--- config.mk ---
export PLATFORM = sky130hd
export DESIGN_NAME = timer_controller_flat
export DESIGN_NICKNAME = d
export VERILOG_FILES = /design/src/rtl/antifurto_pkg.sv /design/src/rtl/timer_controller_if.sv /design/src/rtl/one_hz_divider.sv /design/src/rtl/timer_controller.sv /design/src/flat_wrapper.sv
export SDC_FILE = /design/constraint.sdc
export NUM_CORES = 1
export LEC_CHECK = 0
export BUFFER_PORTS_ARGS = -buffer_cell sky130_fd_sc_hd__clkbuf_2
export CORE_ASPECT_RATIO = 0.7
export CORE_MARGIN = 1
export CORE_UTILIZATION = 49
export CTS_BUF_LIST = sky130_fd_sc_hd__clkbuf_8
export DETAILED_ROUTE_END_ITERATION = 7
export GPL_ROUTABILITY_DRIVEN = 0
export HOLD_SLACK_MARGIN = 0.03
export PLACE_DENSITY = 0.66
export SLEW_MARGIN = 20
export SYNTH_ARGS = -nofsm -noshare
export SYNTH_HDL_FRONTEND = slang
export SYNTH_HIERARCHICAL = 1
export SYNTH_SLANG_ARGS = --single-unit
--- constraint.sdc ---
create_clock -name clock -period 5.2 [get_ports clock]
set_input_delay 0.26 -clock clock [delete_from_list [all_inputs] [get_ports clock]]
set_output_delay 0.26 -clock clock [all_outputs]
set_load 0.01 [all_outputs]
--- src/rtl/antifurto_pkg.sv ---
// Shared definitions for the anti-theft system: interval codes, default time
// parameters and the countdown timer state encoding.
package antifurto_pkg;

  typedef logic [1:0] interval_t;

  localparam interval_t INT_ARM       = 2'b00;
  localparam interval_t INT_DRIVER    = 2'b01;
  localparam interval_t INT_PASSENGER = 2'b10;
  localparam interval_t INT_ALARM_ON  = 2'b11;

  localparam int unsigned T_ARM_DEFAULT       = 6;
  localparam int unsigned T_DRIVER_DEFAULT    = 8;
  localparam int unsigned T_PASSENGER_DEFAULT = 15;
  localparam int unsigned T_ALARM_ON_DEFAULT  = 10;

  typedef enum logic [1:0] {
    StIdle  = 2'b00,
    StCount = 2'b01,
    StDone  = 2'b10
  } timer_state_e;

endpackage

--- src/rtl/timer_controller_if.sv ---
// Request/status bundle between the alarm FSM (master) and the countdown
// timer (slave).
interface timer_controller_if #(
  parameter int unsigned VALUE_W = 4
);
  logic               start_timer;
  logic [1:0]         interval;
  logic               reprogram;
  logic [1:0]         time_param_sel;
  logic [VALUE_W-1:0] time_value;
  logic               expired;
  logic               one_hz_enable;
  logic               busy;
  logic [VALUE_W-1:0] remaining;

  modport master (
    output start_timer, interval, reprogram, time_param_sel, time_value,
    input  expired, one_hz_enable, busy, remaining
  );

  modport slave (
    input  start_timer, interval, reprogram, time_param_sel, time_value,
    output expired, one_hz_enable, busy, remaining
  );
endinterface

--- src/rtl/one_hz_divider.sv ---
// Free-running clock divider producing a one-cycle tick every CLK_FREQ_HZ
// cycles; clear_i restarts the period so the next tick is a full period away.
module one_hz_divider #(
  parameter int unsigned CLK_FREQ_HZ = 100_000_000
) (
  input  logic clock,
  input  logic reset,
  input  logic clear_i,
  output logic tick_o
);
  localparam int unsigned CntW = (CLK_FREQ_HZ > 1) ? $clog2(CLK_FREQ_HZ) : 1;
  localparam logic [CntW-1:0] CntMax = CntW'(CLK_FREQ_HZ - 1);

  logic [CntW-1:0] cnt_d, cnt_q;

  always_comb begin
    cnt_d = cnt_q + CntW'(1);
    if (clear_i || (cnt_q == CntMax)) begin
      cnt_d = '0;
    end
  end

  assign tick_o = (cnt_q == CntMax);

  always_ff @(posedge clock) begin
    if (reset) begin
      cnt_q <= '0;
    end else begin
      cnt_q <= cnt_d;
    end
  end
endmodule

--- src/rtl/timer_controller.sv ---
// Countdown timer for the alarm FSM: holds four programmable durations, counts
// the selected one in 1 Hz ticks and pulses expired when it reaches zero.
module timer_controller #(
  parameter int unsigned CLK_FREQ_HZ         = 100_000_000,
  parameter int unsigned VALUE_W             = 4,
  parameter int unsigned T_ARM_DEFAULT       = antifurto_pkg::T_ARM_DEFAULT,
  parameter int unsigned T_DRIVER_DEFAULT    = antifurto_pkg::T_DRIVER_DEFAULT,
  parameter int unsigned T_PASSENGER_DEFAULT = antifurto_pkg::T_PASSENGER_DEFAULT,
  parameter int unsigned T_ALARM_ON_DEFAULT  = antifurto_pkg::T_ALARM_ON_DEFAULT
) (
  input  logic                     clock,
  input  logic                     reset,
  timer_controller_if.slave        bus
);
  import antifurto_pkg::*;

  timer_state_e       state_d, state_q;
  logic [VALUE_W-1:0] remaining_d, remaining_q;
  logic [VALUE_W-1:0] params_d [4];
  logic [VALUE_W-1:0] params_q [4];
  logic               tick;

  one_hz_divider #(
    .CLK_FREQ_HZ (CLK_FREQ_HZ)
  ) u_divider (
    .clock   (clock),
    .reset   (reset),
    .clear_i (bus.start_timer),
    .tick_o  (tick)
  );

  always_comb begin
    state_d     = state_q;
    remaining_d = remaining_q;
    params_d    = params_q;

    if (bus.reprogram && (bus.time_value != '0)) begin
      params_d[bus.time_param_sel] = bus.time_value;
    end

    // Start wins over a coincident tick and reads the pre-write parameter.
    if (bus.start_timer) begin
      remaining_d = params_q[bus.interval];
      state_d     = StCount;
    end else begin
      unique case (state_q)
        StCount: begin
          if (tick) begin
            if (remaining_q <= VALUE_W'(1)) begin
              remaining_d = '0;
              state_d     = StDone;
            end else begin
              remaining_d = remaining_q - VALUE_W'(1);
            end
          end
        end
        StDone:  state_d = StIdle;
        default: state_d = StIdle;
      endcase
    end
  end

  assign bus.expired       = (state_q == StDone);
  assign bus.busy          = (state_q == StCount);
  assign bus.remaining     = remaining_q;
  assign bus.one_hz_enable = tick;

  always_ff @(posedge clock) begin
    if (reset) begin
      state_q                  <= StIdle;
      remaining_q              <= '0;
      params_q[INT_ARM]        <= VALUE_W'(T_ARM_DEFAULT);
      params_q[INT_DRIVER]     <= VALUE_W'(T_DRIVER_DEFAULT);
      params_q[INT_PASSENGER]  <= VALUE_W'(T_PASSENGER_DEFAULT);
      params_q[INT_ALARM_ON]   <= VALUE_W'(T_ALARM_ON_DEFAULT);
    end else begin
      state_q     <= state_d;
      remaining_q <= remaining_d;
      params_q    <= params_d;
    end
  end
endmodule

--- src/flat_wrapper.sv ---
// flat-port wrapper written by rule: the top's interface ports become plain ports
module timer_controller_flat import antifurto_pkg::*;
#(
  parameter int unsigned CLK_FREQ_HZ         = 100_000_000,
  parameter int unsigned VALUE_W             = 4,
  parameter int unsigned T_ARM_DEFAULT       = antifurto_pkg::T_ARM_DEFAULT,
  parameter int unsigned T_DRIVER_DEFAULT    = antifurto_pkg::T_DRIVER_DEFAULT,
  parameter int unsigned T_PASSENGER_DEFAULT = antifurto_pkg::T_PASSENGER_DEFAULT,
  parameter int unsigned T_ALARM_ON_DEFAULT  = antifurto_pkg::T_ALARM_ON_DEFAULT
)
  (clock, reset, bus_start_timer, bus_interval, bus_reprogram, bus_time_param_sel, bus_time_value, bus_expired, bus_one_hz_enable, bus_busy, bus_remaining);
  timer_controller_if #(.VALUE_W(VALUE_W)) bus_i ();
  input  logic clock;
  input  logic reset;
  input wire logic [$bits(bus_i.start_timer)-1:0] bus_start_timer;
  input wire logic [$bits(bus_i.interval)-1:0] bus_interval;
  input wire logic [$bits(bus_i.reprogram)-1:0] bus_reprogram;
  input wire logic [$bits(bus_i.time_param_sel)-1:0] bus_time_param_sel;
  input wire logic [$bits(bus_i.time_value)-1:0] bus_time_value;
  output wire logic [$bits(bus_i.expired)-1:0] bus_expired;
  output wire logic [$bits(bus_i.one_hz_enable)-1:0] bus_one_hz_enable;
  output wire logic [$bits(bus_i.busy)-1:0] bus_busy;
  output wire logic [$bits(bus_i.remaining)-1:0] bus_remaining;
  assign bus_i.start_timer = bus_start_timer;
  assign bus_i.interval = bus_interval;
  assign bus_i.reprogram = bus_reprogram;
  assign bus_i.time_param_sel = bus_time_param_sel;
  assign bus_i.time_value = bus_time_value;
  assign bus_expired = bus_i.expired;
  assign bus_one_hz_enable = bus_i.one_hz_enable;
  assign bus_busy = bus_i.busy;
  assign bus_remaining = bus_i.remaining;
  timer_controller #(.CLK_FREQ_HZ(CLK_FREQ_HZ), .VALUE_W(VALUE_W), .T_ARM_DEFAULT(T_ARM_DEFAULT), .T_DRIVER_DEFAULT(T_DRIVER_DEFAULT), .T_PASSENGER_DEFAULT(T_PASSENGER_DEFAULT), .T_ALARM_ON_DEFAULT(T_ALARM_ON_DEFAULT)) u_core (.clock(clock), .reset(reset), .bus(bus_i));
endmodule
==> impl_metrics.py <==
metrics = {
    "status": {
        "status": "finished, final reports clean",
    },
    "clocking": {
        "htreeDepth": 2,
        "ctsHoldBuffers": 0,
        "post_cts_buffers": 0,
        "cts_buffers": 5,
        "clock_sinks": 49,
        "clk_pin_slew_ns": 0.09,
        "root_buffer": "clkbuf_8",
        "cts_resized": 0,
        "cts_tree": "built",
        "clockBufferDepth": 2,
        "clk_latency_ns": 0.31,
    },
    "worst_setup_path": {
        "path_class": "flip-flop to flip-flop",
        "cp_max_fo": 16,
        "arrival_ns": 3.33,
        "slowest_delay_ns": 0.75,
        "rr_worst_depth": 9,
        "end_kind": "flip-flop",
        "cp-start-kind": "flip-flop",
        "critical_path.slowest_cell": "nor4_4",
        "crit_path_cell_trace": "ha_1 > and3_1 > nand2_4 > nor4_4 > buf_4 > nand3b_1 > nor4_1 > xnor2_1 > o41ai_1",
        "worstPathRequired_ns": 5.42,
    },
    "die": {
        "row_count": 21,
        "start_util_pct": 50.94,
        "die_x_um": 86.28,
        "core_area_mm2": 0.004782,
        "chipHeight_um": 60.99,
        "ioPinCount": 19,
        "die-area_mm2": 0.005262,
    },
    "sta": {
        "relSlewSlack_pct": 47.69,
        "fin_skew_ns": 0.008186,
        "rsz0062_at_grt": "no",
        "setup_violations": 0,
        "fin_crit_ns": 3.112,
        "worstMarginPinSlew_ns": 0.7788,
        "post-route-period-util_pct": 59.84,
        "fmax_mhz": 321.4,
        "hold_viol_final": 0,
        "drv_slew": 0,
        "tns_ns": 0,
    },
    "drt": {
        "via_per_inst": 5.839,
        "first_pass_iters": 4,
        "drtIter0Drc": 123,
        "wl_per_cell_um": 14.63,
        "ant_nets": 0,
        "vias": 2026,
        "wirelength_mm": 5.076,
        "route.detailed.drc": 0,
    },
    "placed_design": {
        "dpl_cell_area_mm2": 0.002540,
        "numPortBuffers": 18,
        "hpwlAfterDp_mm": 3.491,
    },
    "synthesis": {
        "synth_cell_types": 49,
        "syn_avg_cell_area_um2": 9.228,
        "ys_warn_count": 6,
        "synth_area_mm2": 0.002436,
        "ys.flop_type": "dfxtp_1",
        "ys_seq_area_share_pct": 40.27,
        "async_flop_share_pct": 0,
        "ys_ff_latch": 49,
        "synthCells": 264,
        "synth_edf_count": 0,
        "synth_fp_nets": 279,
    },
    "global_routing": {
        "overflow": 0,
        "grt_max_degree": 30,
        "grt_pass1_wl_mm": 8.142,
        "antenna_found_initial": 0,
        "grt_pass1_vias": 1614,
        "grt_usage_pct": 20.56,
    },
    "layout": {
        "fin_area_mm2": 0.002655,
        "utilization_pct": 55.52,
        "insertedDiodeCount": 0,
        "layout-drive-gt1-share_pct": 15.83,
        "area_growth_pct": 8.988,
        "nFillCells": 454,
        "nets": 292,
    },
    "run": {
        "cap_violations": 0,
    },
    "min_path": {
        "min_path_type": "input pin to flip-flop",
        "hold_depth": 3,
    },
    "power_and_ir_drop": {
        "power.share.clock_pct": 39.1,
        "pwr-share-comb_pct": 7.2,
        "pwr-share-seq_pct": 53.7,
        "p_leak_uw": 0.0008798,
        "p_int_uw": 548.1,
        "power_density_mw_per_mm2": 273.1,
        "power.switching_uw": 177.0,
        "irDropWorstVdd_mv": 0.1587,
        "switching_share_pct": 24.41,
    },
}
==> through the flow <==
stage	power (µW)	hold slack, ns	std cells	worst slack, ns
5_1_grt	753.7	0.2798	347	1.800
2_1_floorplan	430.5	0.3960	264	2.765
3_3_place_gp	449.6	0.4700	339	2.223
6_report	725.1	0.2472	347	2.088
3_5_place_dp	449.6	0.4744	339	2.145
4_1_cts	729.3	0.2384	347	2.124
==> cells in the final DEF (no fill, tap or decap), types with 5 or more instances in the layout <==
cell type / Yosys / final
nand2_1: 17 / 17
nand3_1: 14 / 14
clkbuf_8: 1 / 5
inv_1: 6 / 6
o31ai_1: 7 / 7
a211oi_1: 12 / 12
nor2_1: 21 / 21
nand4_1: 6 / 6
a21oi_1: 15 / 15
clkbuf_2: 0 / 18
mux2i_1: 5 / 5
or4_1: 8 / 8
or3_1: 5 / 5
nor3_1: 17 / 17
dfxtp_1: 49 / 49
xor2_1: 7 / 7
o21ai_0: 9 / 9
==> routing by layer <==
layer | global-route usage (%) | share of wire, %
met2 | 25.28 | 37
met3 | 4.490 | 4.6
met4 | 7.857 | 1.4
met1 | 33.33 | 57
met5 | 0 | 0
==> cells by family after synthesis <==
| family | share of synthesized area, % |
|---|---|
| AO/OA/AOI/OAI | 14.95 |
| XOR/XNOR | 3.955 |
| adder cells (fa/ha/maj) | 1.541 |
| buffers and inverters | 4.211 |
| flip-flops | 40.27 |
| multiplexers | 5.753 |
| AND/OR/NAND/NOR | 29.33 |
==> cell usage after synthesis (7+ instances only) <==
cell      instances  area, µm²
xor2_1            7      61.31
a211oi_1         12      90.09
or4_1             8      60.06
o21ai_0           9      45.04
nor3_1           17      85.08
nand2_1          17      63.81
nor2_1           21      78.83
o31ai_1           7      52.55
nand3_1          14      70.07
dfxtp_1          49      980.9
a21oi_1          15      75.07
==> power groups by stage <==
stage / Clock (µW) / Combinational, µW / Sequential, µW
final: 283 / 52.4 / 389
after floorplan: 0 / 32.9 / 398
after global routing: 306 / 57.3 / 390
after detailed placement: 0 / 51.7 / 398
after global placement: 0 / 51.8 / 398
after CTS: 288 / 51.8 / 389
==> worst paths after layout <==
kind,startpoint,end,slack [ns]
worst max register to register,u_core/u_divider/cnt_q[0],u_core/bus.remaining[3],2.09
worst min register to register,u_core/params_q[0],u_core/params_q[0],0.50
worst max-delay path,u_core/u_divider/cnt_q[0],u_core/bus.remaining[3],2.09
worst min-delay path,bus_time_value[2],u_core/params_q[2],0.25
==> state kept, by name, summed over array words and instances (netlist names) <==
| signal | cells |
|---|---|
| u_core/bus.remaining | 4 |
| u_core/u_divider/cnt_q | 27 |
| u_core/state_q | 2 |
| u_core/params_q | 16 |
==> worst max-delay path: cells and delay by family (launching register included) <==
kind | cells | cell delay [ns]
AND/OR/NAND/NOR | 5 | 1.74
AO/OA/AOI/OAI | 1 | 0.22
XOR/XNOR | 1 | 0.10
flip-flops | 1 | 0.40
buffers and inverters | 1 | 0.32
adder cells (fa/ha/maj) | 1 | 0.22
==> cell type report <==
class	instances	area, µm²	share of cell area [%]
clock buffers	5	68.82	2.592
clock inverters	3	46.29	1.744
inverters	6	22.52	0.8483
multi-input cells	196	1353	50.94
flip-flops and latches	49	980.9	36.95
well taps	69	86.33	3.252
repair buffers	19	97.59	3.676
Note: power is estimated with default switching activity, not from simulation.
